[src/rtl/petris_pkg.sv]
// Shared button indices, widths and repeat-state encoding for the petris input path.
package petris_pkg;

  localparam int unsigned NUM_BUTTONS = 5;

  localparam int unsigned RIGHT  = 0;
  localparam int unsigned LEFT   = 1;
  localparam int unsigned DOWN   = 2;
  localparam int unsigned ROTATE = 3;
  localparam int unsigned START  = 4;

  // Movement buttons RIGHT..DOWN occupy the low indices and are the only ones that repeat.
  localparam int unsigned NUM_RPT = DOWN + 1;

  typedef enum logic [1:0] {
    IDLE   = 2'd0,
    DELAY  = 2'd1,
    REPEAT = 2'd2
  } rpt_state_e;

  function automatic int unsigned cnt_width(input int unsigned n);
    return (n > 1) ? $clog2(n) : 1;
  endfunction

endpackage

[src/rtl/button_debounce.sv]
// One button: 2-flop synchroniser, counter debouncer and registered press pulse.
module button_debounce
  import petris_pkg::*;
#(
  parameter int unsigned DEBOUNCE_CYCLES = 125000
) (
  input  logic clock,
  input  logic reset,
  input  logic btn_i,
  output logic level_o,
  output logic press_o
);

  localparam int unsigned CW = cnt_width(DEBOUNCE_CYCLES);
  localparam logic [CW-1:0] CNT_LAST = CW'(DEBOUNCE_CYCLES - 1);

  logic          meta_q, sync_q;
  logic [CW-1:0] cnt_q, cnt_d;
  logic          acc_q, acc_d;
  logic          press_q, press_d;

  // Press pulse is aligned with the first cycle the accepted level reads 1.
  always_comb begin
    cnt_d   = cnt_q;
    acc_d   = acc_q;
    press_d = 1'b0;
    if (sync_q == acc_q) begin
      cnt_d = '0;
    end else if (cnt_q == CNT_LAST) begin
      acc_d   = sync_q;
      cnt_d   = '0;
      press_d = sync_q;
    end else if (cnt_q != '1) begin
      cnt_d = cnt_q + CW'(1);
    end
  end

  always_ff @(posedge clock) begin
    if (reset) begin
      meta_q  <= 1'b0;
      sync_q  <= 1'b0;
      cnt_q   <= '0;
      acc_q   <= 1'b0;
      press_q <= 1'b0;
    end else begin
      meta_q  <= btn_i;
      sync_q  <= meta_q;
      cnt_q   <= cnt_d;
      acc_q   <= acc_d;
      press_q <= press_d;
    end
  end

  assign level_o = acc_q;
  assign press_o = press_q;

endmodule

[src/rtl/input_conditioner.sv]
// Raw buttons -> frame-aligned operation vector; auto-repeat for RIGHT/LEFT/DOWN
// is built only when INPUT_AUTOREPEAT_EN is defined.
module input_conditioner
  import petris_pkg::*;
#(
  parameter int unsigned DEBOUNCE_CYCLES = 125000,
  parameter int unsigned DAS_FRAMES      = 10,
  parameter int unsigned ARR_FRAMES      = 3
) (
  input  logic                   clock,
  input  logic                   reset,
  input  logic [NUM_BUTTONS-1:0] buttons_raw,
  input  logic                   vsync,
  output logic [NUM_BUTTONS-1:0] operation,
  output logic                   frame_tick
);

  logic [NUM_BUTTONS-1:0] btn_level;
  logic [NUM_BUTTONS-1:0] btn_press;
  logic [NUM_BUTTONS-1:0] rpt_c;
  logic [NUM_BUTTONS-1:0] frame_vec_c;
  logic [NUM_BUTTONS-1:0] pend_q, pend_d;
  logic [NUM_BUTTONS-1:0] op_q, op_d;
  logic                   tick_q;
  logic                   vs_meta_q, vs_sync_q, vs_prev_q;
  logic                   tick_c;

  for (genvar i = 0; i < NUM_BUTTONS; i++) begin : g_btn
    button_debounce #(
      .DEBOUNCE_CYCLES(DEBOUNCE_CYCLES)
    ) u_debounce (
      .clock   (clock),
      .reset   (reset),
      .btn_i   (buttons_raw[i]),
      .level_o (btn_level[i]),
      .press_o (btn_press[i])
    );
  end

  assign tick_c = vs_sync_q & ~vs_prev_q;

`ifdef INPUT_AUTOREPEAT_EN
  localparam int unsigned RCW = cnt_width((DAS_FRAMES > ARR_FRAMES) ? DAS_FRAMES : ARR_FRAMES);
  localparam logic [RCW-1:0] DAS_LAST = RCW'(DAS_FRAMES - 1);
  localparam logic [RCW-1:0] ARR_LAST = RCW'(ARR_FRAMES - 1);

  rpt_state_e     rpt_q  [NUM_RPT];
  rpt_state_e     rpt_d  [NUM_RPT];
  logic [RCW-1:0] rcnt_q [NUM_RPT];
  logic [RCW-1:0] rcnt_d [NUM_RPT];
  logic           unused_level;

  assign unused_level = ^btn_level[NUM_BUTTONS-1:NUM_RPT];

  // Release forces IDLE ahead of any same-cycle tick; counters saturate.
  always_comb begin
    rpt_c = '0;
    for (int unsigned i = 0; i < NUM_RPT; i++) begin
      rpt_d[i]  = rpt_q[i];
      rcnt_d[i] = rcnt_q[i];
      if (!btn_level[i]) begin
        rpt_d[i]  = IDLE;
        rcnt_d[i] = '0;
      end else begin
        case (rpt_q[i])
          IDLE: begin
            if (btn_press[i]) begin
              rpt_d[i]  = DELAY;
              rcnt_d[i] = '0;
            end
          end
          DELAY: begin
            if (tick_c) begin
              if (rcnt_q[i] == DAS_LAST) begin
                rpt_c[i]  = 1'b1;
                rpt_d[i]  = REPEAT;
                rcnt_d[i] = '0;
              end else if (rcnt_q[i] != '1) begin
                rcnt_d[i] = rcnt_q[i] + RCW'(1);
              end
            end
          end
          REPEAT: begin
            if (tick_c) begin
              if (rcnt_q[i] == ARR_LAST) begin
                rpt_c[i]  = 1'b1;
                rcnt_d[i] = '0;
              end else if (rcnt_q[i] != '1) begin
                rcnt_d[i] = rcnt_q[i] + RCW'(1);
              end
            end
          end
          default: begin
            rpt_d[i]  = IDLE;
            rcnt_d[i] = '0;
          end
        endcase
      end
    end
  end

  always_ff @(posedge clock) begin
    if (reset) begin
      for (int unsigned i = 0; i < NUM_RPT; i++) begin
        rpt_q[i]  <= IDLE;
        rcnt_q[i] <= '0;
      end
    end else begin
      for (int unsigned i = 0; i < NUM_RPT; i++) begin
        rpt_q[i]  <= rpt_d[i];
        rcnt_q[i] <= rcnt_d[i];
      end
    end
  end
`else
  logic unused_level;

  assign rpt_c        = '0;
  assign unused_level = ^{btn_level, 32'(DAS_FRAMES), 32'(ARR_FRAMES)};
`endif

  // Frame vector: sticky presses plus anything arriving in the tick cycle itself.
  always_comb begin
    frame_vec_c = pend_q | btn_press | rpt_c;
    if (frame_vec_c[RIGHT] && frame_vec_c[LEFT]) begin
      frame_vec_c[RIGHT] = 1'b0;
      frame_vec_c[LEFT]  = 1'b0;
    end
    pend_d = pend_q | btn_press;
    op_d   = op_q;
    if (tick_c) begin
      pend_d = '0;
      op_d   = frame_vec_c;
    end
  end

  always_ff @(posedge clock) begin
    if (reset) begin
      vs_meta_q <= 1'b0;
      vs_sync_q <= 1'b0;
      vs_prev_q <= 1'b0;
      tick_q    <= 1'b0;
      pend_q    <= '0;
      op_q      <= '0;
    end else begin
      vs_meta_q <= vsync;
      vs_sync_q <= vs_meta_q;
      vs_prev_q <= vs_sync_q;
      tick_q    <= tick_c;
      pend_q    <= pend_d;
      op_q      <= op_d;
    end
  end

  assign operation  = op_q;
  assign frame_tick = tick_q;

endmodule

[config.mk]
export PLATFORM = sky130hd
export DESIGN_NAME = input_conditioner
export DESIGN_NICKNAME = d
export VERILOG_FILES = /design/src/rtl/petris_pkg.sv /design/src/rtl/button_debounce.sv /design/src/rtl/input_conditioner.sv
export SDC_FILE = /design/constraint.sdc
export NUM_CORES = 1
export LEC_CHECK = 0
export CELL_PAD_IN_SITES_DETAIL_PLACEMENT = 0
export CELL_PAD_IN_SITES_GLOBAL_PLACEMENT = 1
export CORE_ASPECT_RATIO = 1.25
export CORE_UTILIZATION = 48
export DETAILED_ROUTE_END_ITERATION = 12
export GPL_TIMING_DRIVEN = 0
export PLACE_DENSITY_LB_ADDON = 0.1
export SLEW_MARGIN = 20
export SYNTH_ARGS = -nofsm -noshare
export SYNTH_HDL_FRONTEND = slang
export SYNTH_HIERARCHICAL = 1
export SYNTH_SLANG_ARGS = --single-unit
[constraint.sdc]
create_clock -name clock -period 2.95 [get_ports clock]
set_clock_uncertainty 0.15 [all_clocks]
set_input_delay 0.59 -clock clock [delete_from_list [all_inputs] [get_ports clock]]
set_output_delay 0.59 -clock clock [all_outputs]
set_load 0.01 [all_outputs]
After elaboration in Yosys (flattened, before gate mapping)

Index checks and enable logic that the tools add are counted.
W data, S select, Z words.

Eq/ne operators: 15
Reduce and logical (&&, ||, !) cells: 17
Bitwise operators: 13
Mux-type cells: 1
Add/sub/neg operators: 5

Operators with widths:

| cell                    | count |
|---|---|
| $add A17 B1 Y17 const B | 5 |
| $eq A17 B17 Y1 const B  | 5 |
| $ne A17 B17 Y1 const B  | 5 |
| $reduce_or A3 Y1        | 10 |
| $not A1 Y1              | 11 |
| $reduce_and A2 Y1       | 5 |
| $eq A1 B1 Y1            | 5 |
| $or A5 B5 Y5            | 1 |
| $mux W2                 | 1 |
| $reduce_or A2 Y1        | 1 |
| $and A1 B1 Y1           | 1 |
| $logic_and A1 B1 Y1     | 1 |

Output and inout port bits: 6
Word-level logic and storage cells: 82
Bits in registers: 119

Logic depth before layout (Yosys ltp)

Gate-level depths: netlist (run 1).

Depth in word-level cells: 3
Mapped depth: 10

Hierarchy

The synthesis (run 1) kept the hierarchy.

Modules (own cells, without submodules):

| module            | area each (um^2) | cells an instance | sequential area each (um^2) | times used |
|---|---|---|---|---|
| button_debounce   | 996.0            | 104               | 420.4                       | 5 |
| input_conditioner | 434.2            | 39                | 280.3                       | 1 |

Worst setup path after synthesis (run 1)

OpenSTA, ideal clock, no wires.

Path type: register to register
Start point: reg g_btn[0].u_debounce.cnt_q[4]
End point: reg g_btn[0].u_debounce.cnt_q[9]
Path slack: 0.858 ns
Cell stages (with the launch flop): 10
Arrival: 1.828 ns
Path through: dfxtp_1 > and4_1 > nand2_1 > nor4_1 > ha_1 > buf_6 > and4b_2 > nand4_1 > xor2_1 > nor2_1

Word-level cells in the longest chain between the ends: 2
Elaborated cells on any way between the ends: 4
Those cells by class: add/sub: 1; eq/ne: 2; reduce/logical: 1

Ends and longest elaborated chain:

| element                                                 | RTL line              | source |
|---|---|---|
| from (decl)                                             | button_debounce.sv:18 | `logic [CW-1:0] cnt_q, cnt_d;` |
| from (signal assigned)                                  | button_debounce.sv:48 | `cnt_q <= cnt_d;` |
| branches (longest 2 deep; another with $add A17 B1 Y17) | n/a                   |  |

Parallel ways; which one is timed is not known.
A chain may end at the register's enable or synchronous reset.

Worst setup path after layout (run 1)

Start point: reg g_btn[2].u_debounce.cnt_q[4]
End point: reg g_btn[2].u_debounce.cnt_q[9]

Word-level cells in the longest chain between the ends: 2
Elaborated cells on any way between the ends: 4
Those cells by class: add/sub: 1; eq/ne: 2; reduce/logical: 1

Ends and longest elaborated chain:

| element                                                 | RTL line |
|---|---|
| from (decl)                                             | button_debounce.sv:18 |
| from (signal assigned)                                  | button_debounce.sv:48 |
| branches (longest 2 deep; another with $add A17 B1 Y17) | n/a |

Parallel ways; which one is timed is not known.

==> impl_metrics.ini, run 1 <==
[outcome]
status = finished, final reports clean

[global_routing]
grtUsageTotal_pct = 17.7
grt_max_degree = 32
overflow = 0
use_met3_pct = 4.91
antenna_found_initial = 0
grt_busiest_layer = met2
grt_pass1_wl_um = 16900
use_met2_pct = 31.1
first_global_vias = 3744
met1_usage_pct = 20.1

[clock_network]
cts_root_buf = clkbuf_16
worstSkewPairLatency_ns = 0.40
cts_setup_buffers = 0
clock_path_buffers = 2
cts_resized = 0
numCtsBuffers = 17
cts_sinks = 119
clkTransAtPathRegs_ns = 0.05
cts.htree.levels = 4
hold_buffers = 0
cts_tree = done

[timing]
layout_setup_ws_ns = 0.638
setup_viol = 0
worst_pin_slew_ns = 0.526
rsz0062_at_grt = false
tns_ns = 0
final_hold_viol_count = 0
period_share_pct = 78.4
slew_headroom_pct = 64.9
slew_violations = 0
hold_ws_ns = 0.285
fmax_mhz = 432
fin_crit_ns = 2.31

[cells_and_area]
final_nets = 609
syn_to_final_growth_pct = 16.4
instances_no_fill = 739
fillCellCount = 1019
final_design_area_no_fill_mm2 = 0.00630
fin_util_pct = 57.1
drive_gt1_share_pct = 13.4
diodes = 0

[die]
rows = 43
dieArea_mm2 = 0.0117
core_mm2 = 0.0110
die_y_um = 121
ios = 14
die_w_um = 97.0
initial_core_util_pct = 49.1

[yosys]
yosys-top-cells-area = dfxtp_1 44%, xnor2_1 7.3%, nor2_1 6.9%, nand4_1 4.0%, xor2_1 4.0%
ys.flop_type = dfxtp_1
async_reset_ff_share_pct = 0
ys_seq_area_share_pct = 44.0
synthMostInstantiatedCell = dfxtp_1
synth_top_cells_by_count = 119 x dfxtp_1, 100 x nor2_1, 45 x xnor2_1
ys_warn_count = 6
synthesis.nets = 577
postSynthCellCount = 559
synth_top_area_share_pct = 44.0
synth_top_cell_by_area = dfxtp_1
synth-seq-cells = 119
synth_edf_count = 0
synth.distinct_cells = 35
synth.avg_cell_area_um2 = 9.69
syn_area_mm2 = 0.00541

[placement]
place_inst = 707
placed_cell_area_mm2 = 0.00571
pre_cts_slack_ns = 0.269
dp_hpwl_um = 6820
port_buffers = 13
place_congestion = 0.789

[critical_path]
path_max_fanout = 8
cp-end-kind = flop
r2r_cells = 9
path_class = flop to flop
arrival_ns = 2.46
crit_start = g_btn[2].u_debounce/cnt_q[4]
start_kind = flop
r2r-start = g_btn[2].u_debounce/cnt_q[4]
required_ns = 3.10

[drt]
wl_per_cell_um = 13.4
vias_per_cell = 5.48
dr_total_vias = 4053
first_pass_iters = 4
drt-initial-drc-count = 185
wl_um = 9930
ant_nets = 0
drc_errors = 0

[hold_path]
hp-class = flop to flop
hold_depth = 1
min_from = g_btn[1].u_debounce/meta_q

[flow_run]
max-cap-violations = 0

[power_and_ir_drop]
vdd_drop_max_mv = 0.388
power_mw = 3.71
power_leakage_nw = 2.15
power_density_mw_per_mm2 = 588
-- power by group --
part / total (mW) / internal (mW) / switching (mW)
Clock: 2.03 / 1.31 / 0.722
Sequential: 1.62 / 1.62 / 0.00596
Combinational: 0.0502 / 0.0243 / 0.0260
-- cell families after synthesis --
group                    count (synthesis)  synth area share [%]
multiplexers                            15                  2.77
flip-flops                             119                  44.0
AO/OA/AOI/OAI                           25                  2.89
AND/OR/NAND/NOR                        294                  32.4
XOR/XNOR                                70                  11.3
adder cells (fa/ha/maj)                 10                  2.31
buffers and inverters                   26                  4.25
-- cell type report --
type                    count  area (um^2)  area share [%]
inverters                   6         23.8           0.377
plain buffers              20          206            3.28
repair buffers             13          125            1.99
multi-input cells         414         2800            44.5
clock inverters            11          123            1.95
flip-flops and latches    119         2380            37.8
well taps                 135          169            2.68
clock buffers              21          470            7.47
-- flip-flops by register name, summed over array words and instances (netlist names), 5 cells and up --
name / flops
g_btn.u_debounce/cnt_q: 85
g_btn.u_debounce/meta_q: 5
g_btn.u_debounce/press_o: 5
g_btn.u_debounce/sync_q: 5
g_btn.u_debounce/level_o: 5
operation: 5
pend_q: 5
-- layout by cell type, fill, tap and decap left out, types with 10 or more instances in the layout --
cell and n:
dfxtp_1 119, nor2_1 100, xnor2_1 45, nand4_1 35
nand2_1 25, xor2_1 25, nor4_1 20, clkbuf_16 17
buf_6 15, nor4b_1 15, nand3_1 15, mux2i_1 15
nor2b_1 13, nor3_1 12, clkdlybuf4s50_1 12, and4b_1 10
nand4b_1 10, a21oi_1 10, ha_1 10
-- worst max-delay path: stages (launching register included) --
cell and delay [ns]:
dfxtp_1 0.47, and4_1 0.31, nand2_1 0.07, nor4_1 0.28, ha_1 0.22, buf_6 0.13, and4b_2 0.27, nand4_1 0.11
xor2_1 0.16, nor2_1 0.05
-- per-layer routing --
metal  part of all wire, %  wire (um)
met1                    46       4550
met2                    50       4920
met3                   2.9        289
met4                   1.7        170
met5                     0          0
-- worst paths after layout --
kind	slack, ns	end
worst max-delay path	0.64	g_btn[2].u_debounce/cnt_q[9]
worst min-delay path	0.29	g_btn[1].u_debounce/sync_q
worst max register to register	0.64	g_btn[2].u_debounce/cnt_q[9]
worst min register to register	0.29	g_btn[1].u_debounce/sync_q
Power figures use the tool's default switching activity.
==> run 2: changes to the inputs <==
--- a/config.mk
+++ b/config.mk
@@ -8,7 +8,7 @@
 export CELL_PAD_IN_SITES_DETAIL_PLACEMENT = 0
 export CELL_PAD_IN_SITES_GLOBAL_PLACEMENT = 1
 export CORE_ASPECT_RATIO = 1.25
-export CORE_UTILIZATION = 48
+export CORE_UTILIZATION = 44
 export DETAILED_ROUTE_END_ITERATION = 12
 export GPL_TIMING_DRIVEN = 0
 export PLACE_DENSITY_LB_ADDON = 0.1
==> constraint.sdc (replaced) <==
create_clock -name clock -period 2.1 [get_ports clock]
set_clock_uncertainty 0.15 [all_clocks]
set_input_delay 0.42 -clock clock [delete_from_list [all_inputs] [get_ports clock]]
set_output_delay 0.42 -clock clock [all_outputs]
set_load 0.01 [all_outputs]
==> impl_metrics.ini, run 2 (same netlist as run 1, synthesis figures left out) <==
[power_and_ir_drop]
power.switching_mw = 1.03
vdd_drop_max_mv = 0.499
power_leakage_nw = 2.48
sequentialPowerShare_pct = 40.3
power.clock.fraction_pct = 58.3
p_sw_share_pct = 18.3
pwr-share-comb_pct = 1.4
power_density_mw_per_mm2 = 788
power_mw = 5.60
p_int_mw = 4.58

[clock_network]
cts_sinks = 119
cts_root_buf = clkbuf_16
clkTransAtPathRegs_ns = 0.05
clock_path_buffers = 2
cts.htree.levels = 4
worstSkewPairLatency_ns = 0.41
numCtsBuffers = 17
cts_tree = done

[drt]
vias_per_cell = 5.33
wl_um = 11300
drt-initial-drc-count = 155
wl_per_cell_um = 14.0
dr_total_vias = 4308
ant_nets = 0
drc_errors = 0
first_pass_iters = 4

[critical_path]
path_max_fanout = 8
rr_endpoint = g_btn[1].u_debounce/cnt_q[14]
cp_slowest_cell = or4_1
r2r-start = g_btn[1].u_debounce/cnt_q[1]
start_kind = flop
required_ns = 2.29
r2r_cells = 8
path_class = flop to flop
crit_top_cell = nand4_1
crit_start = g_btn[1].u_debounce/cnt_q[1]
path_cells = ha_4 -> nand4_1 -> nor4_2 -> ha_2 -> and3b_2 -> nand4_1 -> or4_1 -> a21oi_1
cp-end-kind = flop
path_buf_inv = 0
reg2reg_setup_slack_ns = -0.04
slowest_delay_ns = 0.50
crit_family = simple AND/OR/NAND/NOR gates
arrival_ns = 2.34

[global_routing]
grt_pass1_wl_um = 18500
grt_busiest_layer = met2
overflow = 0
grt_max_degree = 32
use_met2_pct = 31.1
met1_usage_pct = 20.9
use_met3_pct = 4.88
grtUsageTotal_pct = 18.5
first_global_vias = 4061
antenna_found_initial = 0

[timing]
layout_setup_ws_ns = -0.0422
fmax_mhz = 467
slew_violations = 0
hold_ws_ns = 0.290
period_share_pct = 102
tns_ns = -0.0422
setup_viol = 1
final_hold_viol_count = 0
slew_headroom_pct = 31.6
rsz0062_at_grt = true
fin_crit_ns = 2.14
worst_pin_slew_ns = 1.02

[flow_run]
max-cap-violations = 0

[hold_path]
min_from = g_btn[3].u_debounce/meta_q
hold_depth = 1
hp-class = flop to flop
worstHoldEndpoint = g_btn[3].u_debounce/sync_q

[cells_and_area]
syn_to_final_growth_pct = 31.3
fin_util_pct = 60.3
final_nets = 654
final_cell_mix = 100 x nor2_1, 74 x dfxtp_1, 49 x buf_4
drive_gt1_share_pct = 32.7
fillCellCount = 1026
top_register = g_btn.u_debounce/cnt_q
layout_commonest_cell = nor2_1
largest_reg_flops = 85
diodes = 0

[die]
rows = 44
dieArea_mm2 = 0.0128
die_w_um = 101
ios = 14
initial_core_util_pct = 46.0
core_mm2 = 0.0118
die_y_um = 126

[outcome]
violations = setup timing
status = finished, violations left

[placement]
port_buffers = 13
place_congestion = 0.817
dp_hpwl_um = 6990
[run 2: cell types whose count changed in the layout (fill, tap and decap cells not counted), sizes merged]
cell / delta
buf: +44
bufinv: +3
clkbuf: +3
clkinv: -3
clkinvlp: -3
dlymetal6s2s: +1
inv: -1
[run 2: per-layer routing]
| layer | share of wire [%] | vias to the layer above |
|---|---|---|
| li1 | - | 2144 |
| met1 | 43 | 2074 |
| met2 | 52 | 66 |
| met3 | 2.9 | 24 |
| met4 | 2.4 | 0 |
| met5 | 0 | - |
[run 2: power by group through the flow]
stage | Clock [mW] | Sequential, mW | Combinational, mW
2_1_floorplan | 0 | 2.33 | 0.0411
6_report | 3.26 | 2.26 | 0.0788
4_1_cts | 3.33 | 2.27 | 0.0797
3_5_place_dp | 0 | 2.33 | 0.0739
5_1_grt | 3.43 | 2.26 | 0.0874
3_3_place_gp | 0 | 2.33 | 0.0723
[run 2: worst max path at each step]
stage	end	slack [ns]	depth (start not counted)
detailed placement	g_btn[2].u_debounce/cnt_q[12]	-0.41	5
finish	g_btn[1].u_debounce/cnt_q[14]	-0.04	8
global placement	g_btn[1].u_debounce/cnt_q[12]	-0.35	5
floorplan	g_btn[0].u_debounce/cnt_q[9]	0.008	9
CTS	g_btn[1].u_debounce/cnt_q[15]	0.003	10
global route	g_btn[3].u_debounce/cnt_q[11]	-0.11	9
[run 2: repair_timing]
item / in CTS / in global routing
pin swaps: 33 / 29
resized for setup: 74 / 47
setup buffers: 35 / 18
setup endpoints to repair: 70 / 64
hold buffers: 0 / 0
[run 2: cell type report]
| cell class | count | area, um^2 | share of cell area (%) |
|---|---|---|---|
| clock inverter | 7 | 163 | 2.29 |
| multi-input combinational | 414 | 3040 | 42.7 |
| sequential | 119 | 2490 | 35.0 |
| buffer | 12 | 135 | 1.90 |
| timing repair buffer | 66 | 546 | 7.68 |
| inverter | 6 | 23.8 | 0.335 |
| clock buffer | 24 | 512 | 7.20 |
| tap | 161 | 201 | 2.83 |
[run 2: through the flow]
stage | setup slack (ns) | cell area (um^2) | std cells
6_report | -0.0422 | 7110 | 809
5_1_grt | -0.113 | 7110 | 809
4_1_cts | 0.00287 | 6830 | 793
3_5_place_dp | -0.408 | 5750 | 733
3_3_place_gp | -0.353 | 5750 | 733
2_1_floorplan | 0.00793 | 5410 | 559
